### src/rtl/rgb_pkg.sv
// Shared RGB frame definitions: pixel layout, channel offsets, FSM states.
// Used by the frame reader and the matching writer side.
package rgb_pkg;

  localparam int PIX_W         = 24;
  localparam int BYTES_PER_PIX = 3;
  localparam int OFF_R         = 0;
  localparam int OFF_G         = 1;
  localparam int OFF_B         = 2;

  typedef enum logic [2:0] {
    ST_IDLE,
    ST_RD0,
    ST_RD1,
    ST_RD2,
    ST_LAST,
    ST_EMIT
  } rd_state_t;

  typedef struct packed {
    logic [7:0] r;
    logic [7:0] g;
    logic [7:0] b;
  } pix_t;

endpackage

### src/rtl/raster_counter.sv
// Row/column raster position counter; inc advances one pixel, wraps at frame end.
// Ports: clk, rst_n, inc in; first (0,0), eol (last col), last (final pixel) out.
module raster_counter #(
  parameter int ROWS = 192,
  parameter int COLS = 192
) (
  input  logic clk,
  input  logic rst_n,
  input  logic inc,
  output logic first,
  output logic eol,
  output logic last
);

  localparam int RW = (ROWS > 1) ? $clog2(ROWS) : 1;
  localparam int CW = (COLS > 1) ? $clog2(COLS) : 1;

  logic [RW-1:0] row_q;
  logic [CW-1:0] col_q;
  logic          row_end;

  assign eol     = (col_q == CW'(COLS - 1));
  assign row_end = (row_q == RW'(ROWS - 1));
  assign last    = eol && row_end;
  assign first   = (row_q == '0) && (col_q == '0);

  always_ff @(posedge clk or negedge rst_n) begin
    if (!rst_n) begin
      row_q <= '0;
      col_q <= '0;
    end else if (inc) begin
      if (eol) begin
        col_q <= '0;
        row_q <= row_end ? '0 : row_q + 1'b1;
      end else begin
        col_q <= col_q + 1'b1;
      end
    end
  end

endmodule

### src/rtl/rgb_frame_reader.sv
// Reads one interleaved-RGB frame from byte RAM, streams 24-bit pixels.
// Ports: start/busy/done control, mem_rd/addr/rdata RAM, pix_* valid/ready stream.
module rgb_frame_reader
  import rgb_pkg::*;
#(
  parameter int ROWS   = 192,
  parameter int COLS   = 192,
  parameter int ADDR_W = 17
) (
  input  logic              clk,
  input  logic              rst_n,
  input  logic              start,
  output logic              busy,
  output logic              done,
  output logic              mem_rd,
  output logic [ADDR_W-1:0] mem_addr,
  input  logic [7:0]        mem_rdata,
  output logic              pix_valid,
  input  logic              pix_ready,
  output logic [PIX_W-1:0]  pix_data,
  output logic              pix_sof,
  output logic              pix_eol,
  output logic              pix_eof
);

  rd_state_t         state_q;
  rd_state_t         state_d;
  logic [ADDR_W-1:0] base_q;
  logic [ADDR_W-1:0] addr_q;
  logic [ADDR_W-1:0] base_inc;
  pix_t              pix_q;
  logic              done_q;
  logic              emit;
  logic              hs;
  logic              r_first;
  logic              r_eol;
  logic              r_last;

  assign emit     = (state_q == ST_EMIT);
  assign hs       = emit && pix_ready;
  assign base_inc = base_q + ADDR_W'(BYTES_PER_PIX);

  raster_counter #(
    .ROWS (ROWS),
    .COLS (COLS)
  ) u_cnt (
    .clk   (clk),
    .rst_n (rst_n),
    .inc   (hs),
    .first (r_first),
    .eol   (r_eol),
    .last  (r_last)
  );

  always_comb begin
    state_d = state_q;
    unique case (state_q)
      ST_IDLE: if (start) state_d = ST_RD0;
      ST_RD0:  state_d = ST_RD1;
      ST_RD1:  state_d = ST_RD2;
      ST_RD2:  state_d = ST_LAST;
      ST_LAST: state_d = ST_EMIT;
      ST_EMIT: begin
        if (pix_ready)
          state_d = r_last ? ST_IDLE : ST_RD0;
      end
      default: state_d = ST_IDLE;
    endcase
  end

  always_ff @(posedge clk or negedge rst_n) begin
    if (!rst_n) begin
      state_q <= ST_IDLE;
      done_q  <= 1'b0;
    end else begin
      state_q <= state_d;
      done_q  <= hs && r_last;
    end
  end

  // addr_q is loaded one cycle ahead so each RD state sees its own byte
  // address; it simply holds once the third read has been issued.
  always_ff @(posedge clk or negedge rst_n) begin
    if (!rst_n) begin
      base_q <= '0;
      addr_q <= '0;
    end else begin
      unique case (1'b1)
        (state_q == ST_IDLE) && start: begin
          base_q <= '0;
          addr_q <= ADDR_W'(OFF_R);
        end
        state_q == ST_RD0:
          addr_q <= base_q + ADDR_W'(OFF_G);
        state_q == ST_RD1:
          addr_q <= base_q + ADDR_W'(OFF_B);
        hs && !r_last: begin
          base_q <= base_inc;
          addr_q <= base_inc;
        end
        hs && r_last:
          base_q <= '0;
        default: ;
      endcase
    end
  end

  // RAM data lags the strobe by one cycle: byte read in RDn lands in RDn+1.
  always_ff @(posedge clk or negedge rst_n) begin
    if (!rst_n) begin
      pix_q <= '0;
    end else begin
      unique case (state_q)
        ST_RD1:  pix_q.r <= mem_rdata;
        ST_RD2:  pix_q.g <= mem_rdata;
        ST_LAST: pix_q.b <= mem_rdata;
        default: ;
      endcase
    end
  end

  assign busy      = (state_q != ST_IDLE);
  assign done      = done_q;
  assign mem_rd    = (state_q == ST_RD0) ||
                     (state_q == ST_RD1) ||
                     (state_q == ST_RD2);
  assign mem_addr  = addr_q;
  assign pix_valid = emit;
  assign pix_data  = pix_q;
  assign pix_sof   = emit && r_first;
  assign pix_eol   = emit && r_eol;
  assign pix_eof   = emit && r_last;

endmodule
### config.mk
export PLATFORM = sky130hd
export DESIGN_NAME = rgb_frame_reader
export DESIGN_NICKNAME = d
export VERILOG_FILES = /design/src/rtl/rgb_pkg.sv /design/src/rtl/raster_counter.sv /design/src/rtl/rgb_frame_reader.sv
export SDC_FILE = /design/constraint.sdc
export NUM_CORES = 1
export LEC_CHECK = 0
export BUFFER_PORTS_ARGS = -buffer_cell sky130_fd_sc_hd__buf_2
export CAP_MARGIN = 20
export CORE_MARGIN = 5
export CORE_UTILIZATION = 60
export CTS_CLUSTER_DIAMETER = 30
export CTS_CLUSTER_SIZE = 8
export DETAILED_ROUTE_END_ITERATION = 7
export PLACE_DENSITY = 0.84
export SETUP_SLACK_MARGIN = 0.4
export SYNTH_ARGS = -nofsm -noshare
export SYNTH_HDL_FRONTEND = slang
export SYNTH_SLANG_ARGS = --single-unit
### constraint.sdc
create_clock -name clk -period 3.9 [get_ports clk]
set_clock_uncertainty 0.15 [all_clocks]
set_input_delay 1.17 -clock clk [delete_from_list [all_inputs] [get_ports clk]]
set_output_delay 1.17 -clock clk [all_outputs]
set_load 0.02 [all_outputs]
==> flow_summary.toml <==
[power]
power.share.combinational_pct = 39.4
clkPwrFrac_pct = 18.3
p_sw_share_pct = 41.50
seq_power_share_pct = 42.2
power.density_nw_per_um2 = 580.1
switchingPower_uw = 1167
ir_drop_uv = 524.9
leakagePower_uw = 0.002169
power.internal_uw = 1644
total_power_uw = 2811

[timing]
period_share_pct = 80.86
finalCriticalPeriod_ps = 3153
worst_pin_slew_ps = 979.1
fmax_ghz = 0.3171
fin_hold_ws_ps = 330.6
setup_viol = 0
setup_tns_ps = 0
grt_setup_unrepaired = "false"
drv_slew = 0
max_slew_margin_pct = 34.73
hold_violations = 0

[synth]
yosysUniqueCellTypes = 54
ys_async_sr_fraction_pct = 100.0
synth_cells = 474
synth_nets = 495
ys_ff_latch = 78
synth_ff_type = "dfrtp_1"
synth_top_family_by_area = "simple AND/OR/NAND/NOR gates"
seq_area_frac_synth_pct = 44.60
synthXorXnorAreaFrac_pct = 7.204
synth_area_um2 = 4377
synth-edff-count = 0
synth_compound_area_share_pct = 12.15
syn_area_per_cell_um2 = 9.234
synth_simple_gate_area_share_pct = 23.41
yosys.area_share.adder_pct = 2.573
ys_warn_count = 0
synthMuxAreaShare_pct = 5.346

[hold_path]
hold_end = "pix_data[21]"
hold_start = "pix_data[21]"
hold_depth = 2
hp-class = "flip-flop to flip-flop"

[global_route]
gr-total-overflow = 0
grt_pass1_wl_mm = 17.74
grt_pass1_vias = 3705
antenna_found_initial = 0
grt_max_degree = 79
grt_use_total_pct = 25.07

[worst_setup_path]
end_kind = "output port"
r2r.worst_path.cells = 5
cp_max_fo = 3
crit_type = "flip-flop to output port"
r2r_slack_ps = 1390
worstPathArrival_ps = 1830
r2r_end = "mem_addr[16]"
worstSetupStartpointType = "flip-flop"
required_ps = 2580
timing.rr.start = "base_q[5]"

[floorplanning]
core-area_um2 = 7176
die_height_um = 95.41
dieArea_um2 = 9102
initial_core_util_pct = 60.99
ioPinCount = 60
die_w_um = 95.41
rows = 31

[placed_design]
place.gp.congestion = 0.9445
dp_hpwl_mm = 7.286
placed_cell_area_um2 = 4691
io_buffers = 59

[layout]
finalInstanceArea_um2 = 4846
final_net_count = 535
num_antenna_cells = 0
drive_gt1_share_pct = 20.46
syn2layout_area_growth_pct = 10.72
final_core_util_pct = 67.53

[drt]
drc_errors = 0
drtIter0Drc = 388
routed_wl_mm = 10.42
routed_via_density = 6.075
drtAntennaViolNets = 0
routedWlPerCell_um = 16.89
dr.pass1.iters = 5
vias = 3748

[job]
max_cap_violations = 0

[cts]
cts-resized-gates = 0
cts_hold_buf = 0
root_buffer = "clkbuf_8"
cts_post_setup_buffers_inserted = 0
cts_tree = "yes"
cts.reportedPaths.clkPinSlew_ps = 70
insertion_delay_ps = 360
clk_path_buf_depth = 2
cts_htree_levels = 3
clock-sinks = 78
cts_buffers = 9

[outcome]
status = "completed"
worst max path at each step:
stage                              start  cells after the start           end  slack [ps]
after CTS                 u_cnt.col_q[0]                      6       pix_sof         710
after detailed placement       pix_ready                      6  mem_addr[11]         980
after global placement         pix_ready                      6  mem_addr[11]        1020
final                     u_cnt.col_q[0]                      6       pix_sof         750
after global routing          state_q[2]                      5       pix_sof         600
after floorplan               state_q[2]                      6       pix_sof         800
state kept, by name (all words and copies together), names as in the netlist:
name	count
pix_data	24
base_q	17
mem_addr	17
u_cnt.col_q	8
u_cnt.row_q	8
state_q	3
done	1
synthesized netlist by cell type (all sizes together), types with 2 or more instances:
cell | number | area, µm²
dfrtp | 78 | 1952
nand2 | 55 | 206.5
nor2 | 40 | 152.6
o21ai | 29 | 145.1
xnor2 | 21 | 183.9
buf | 20 | 105.1
nand4 | 20 | 125.1
mux2 | 19 | 214.0
clkbuf | 18 | 67.56
nand3 | 18 | 90.09
nor3 | 18 | 90.09
xor2 | 15 | 131.4
a21oi | 12 | 60.06
and3 | 9 | 56.30
ha | 9 | 112.6
inv | 9 | 33.78
nor4 | 9 | 56.30
o22ai | 7 | 43.79
and2 | 5 | 31.28
nand3b | 5 | 37.54
a311o | 4 | 40.04
a31oi | 4 | 25.02
or3 | 4 | 25.02
a211o | 3 | 26.28
nor3b | 3 | 27.52
o211ai | 3 | 22.52
o221ai | 3 | 26.28
o31ai | 3 | 22.52
a221o | 2 | 20.02
a22o | 2 | 17.52
and4 | 2 | 17.52
and4b | 2 | 20.02
mux2i | 2 | 20.02
nand2b | 2 | 12.51
nand4b | 2 | 17.52
o21a | 2 | 15.01
or3b | 2 | 20.02
or4 | 2 | 15.01
through the flow:
stage	std cells	worst slack [ps]
6_report	617	746.6
3_3_place_gp	602	1020
3_5_place_dp	602	980.3
2_1_floorplan	474	798.2
4_1_cts	617	711.7
5_1_grt	617	603.8
layout make-up:
type | count | area (µm²)
multi-input cells | 349 | 2223
clock inverters | 5 | 27.53
inverters | 9 | 33.78
well taps | 99 | 123.9
flip-flops and latches | 78 | 1952
repair buffers | 67 | 357.8
clock buffers | 10 | 127.6
fillers | 560 | 2330
logic make-up after synthesis:
kind of cell,after synthesis
adders and majority gates,9
buffers and inverters,47
AOI/OAI and AO/OA,82
DFF,78
and+or+nand+nor,201
xor gates and xnor gates,36
muxes,21
worst max-delay path: stages (launching register included):
cell	delay, ps
dfrtp_1	400
inv_1	90
ha_1	150
nor4b_1	270
nand3_1	110
nor4_1	230
buf_2	210
per-layer routing:
metal / global-route usage [%] / wire length (µm)
met1: 31.66 / 4374
met2: 41.63 / 5114
met3: 5.051 / 696
met4: 11.14 / 238
met5: 0 / 0
layout by cell type (no fill, tap or decap), drive strengths merged, types with 3 or more instances in the layout:
master and count:
inv 9, o211ai 3, nand4 20, nand2 55, o221ai 3, nand3b 5, nor4 9, or3 4
xor2 15, o21ai 29, nor2 40, o22ai 7, and3 9, clkinv 4, xnor2 21, mux2 19
a311o 4, nor3b 3, clkbuf 10, ha 9, o31ai 3, nor3 18, a211o 3, and2 5
buf 67, dfrtp 78, a31oi 4, a21oi 12, nand3 18
power groups by stage:
stage	Sequential, µW	Combinational [µW]	Clock, µW
finish	1190	1110	515
global route	1220	1210	558
CTS	1180	1110	521
detailed placement	1200	1110	0
global placement	1180	1070	0
floorplan	1290	638	0
Note: power is estimated with default switching activity, not from simulation.
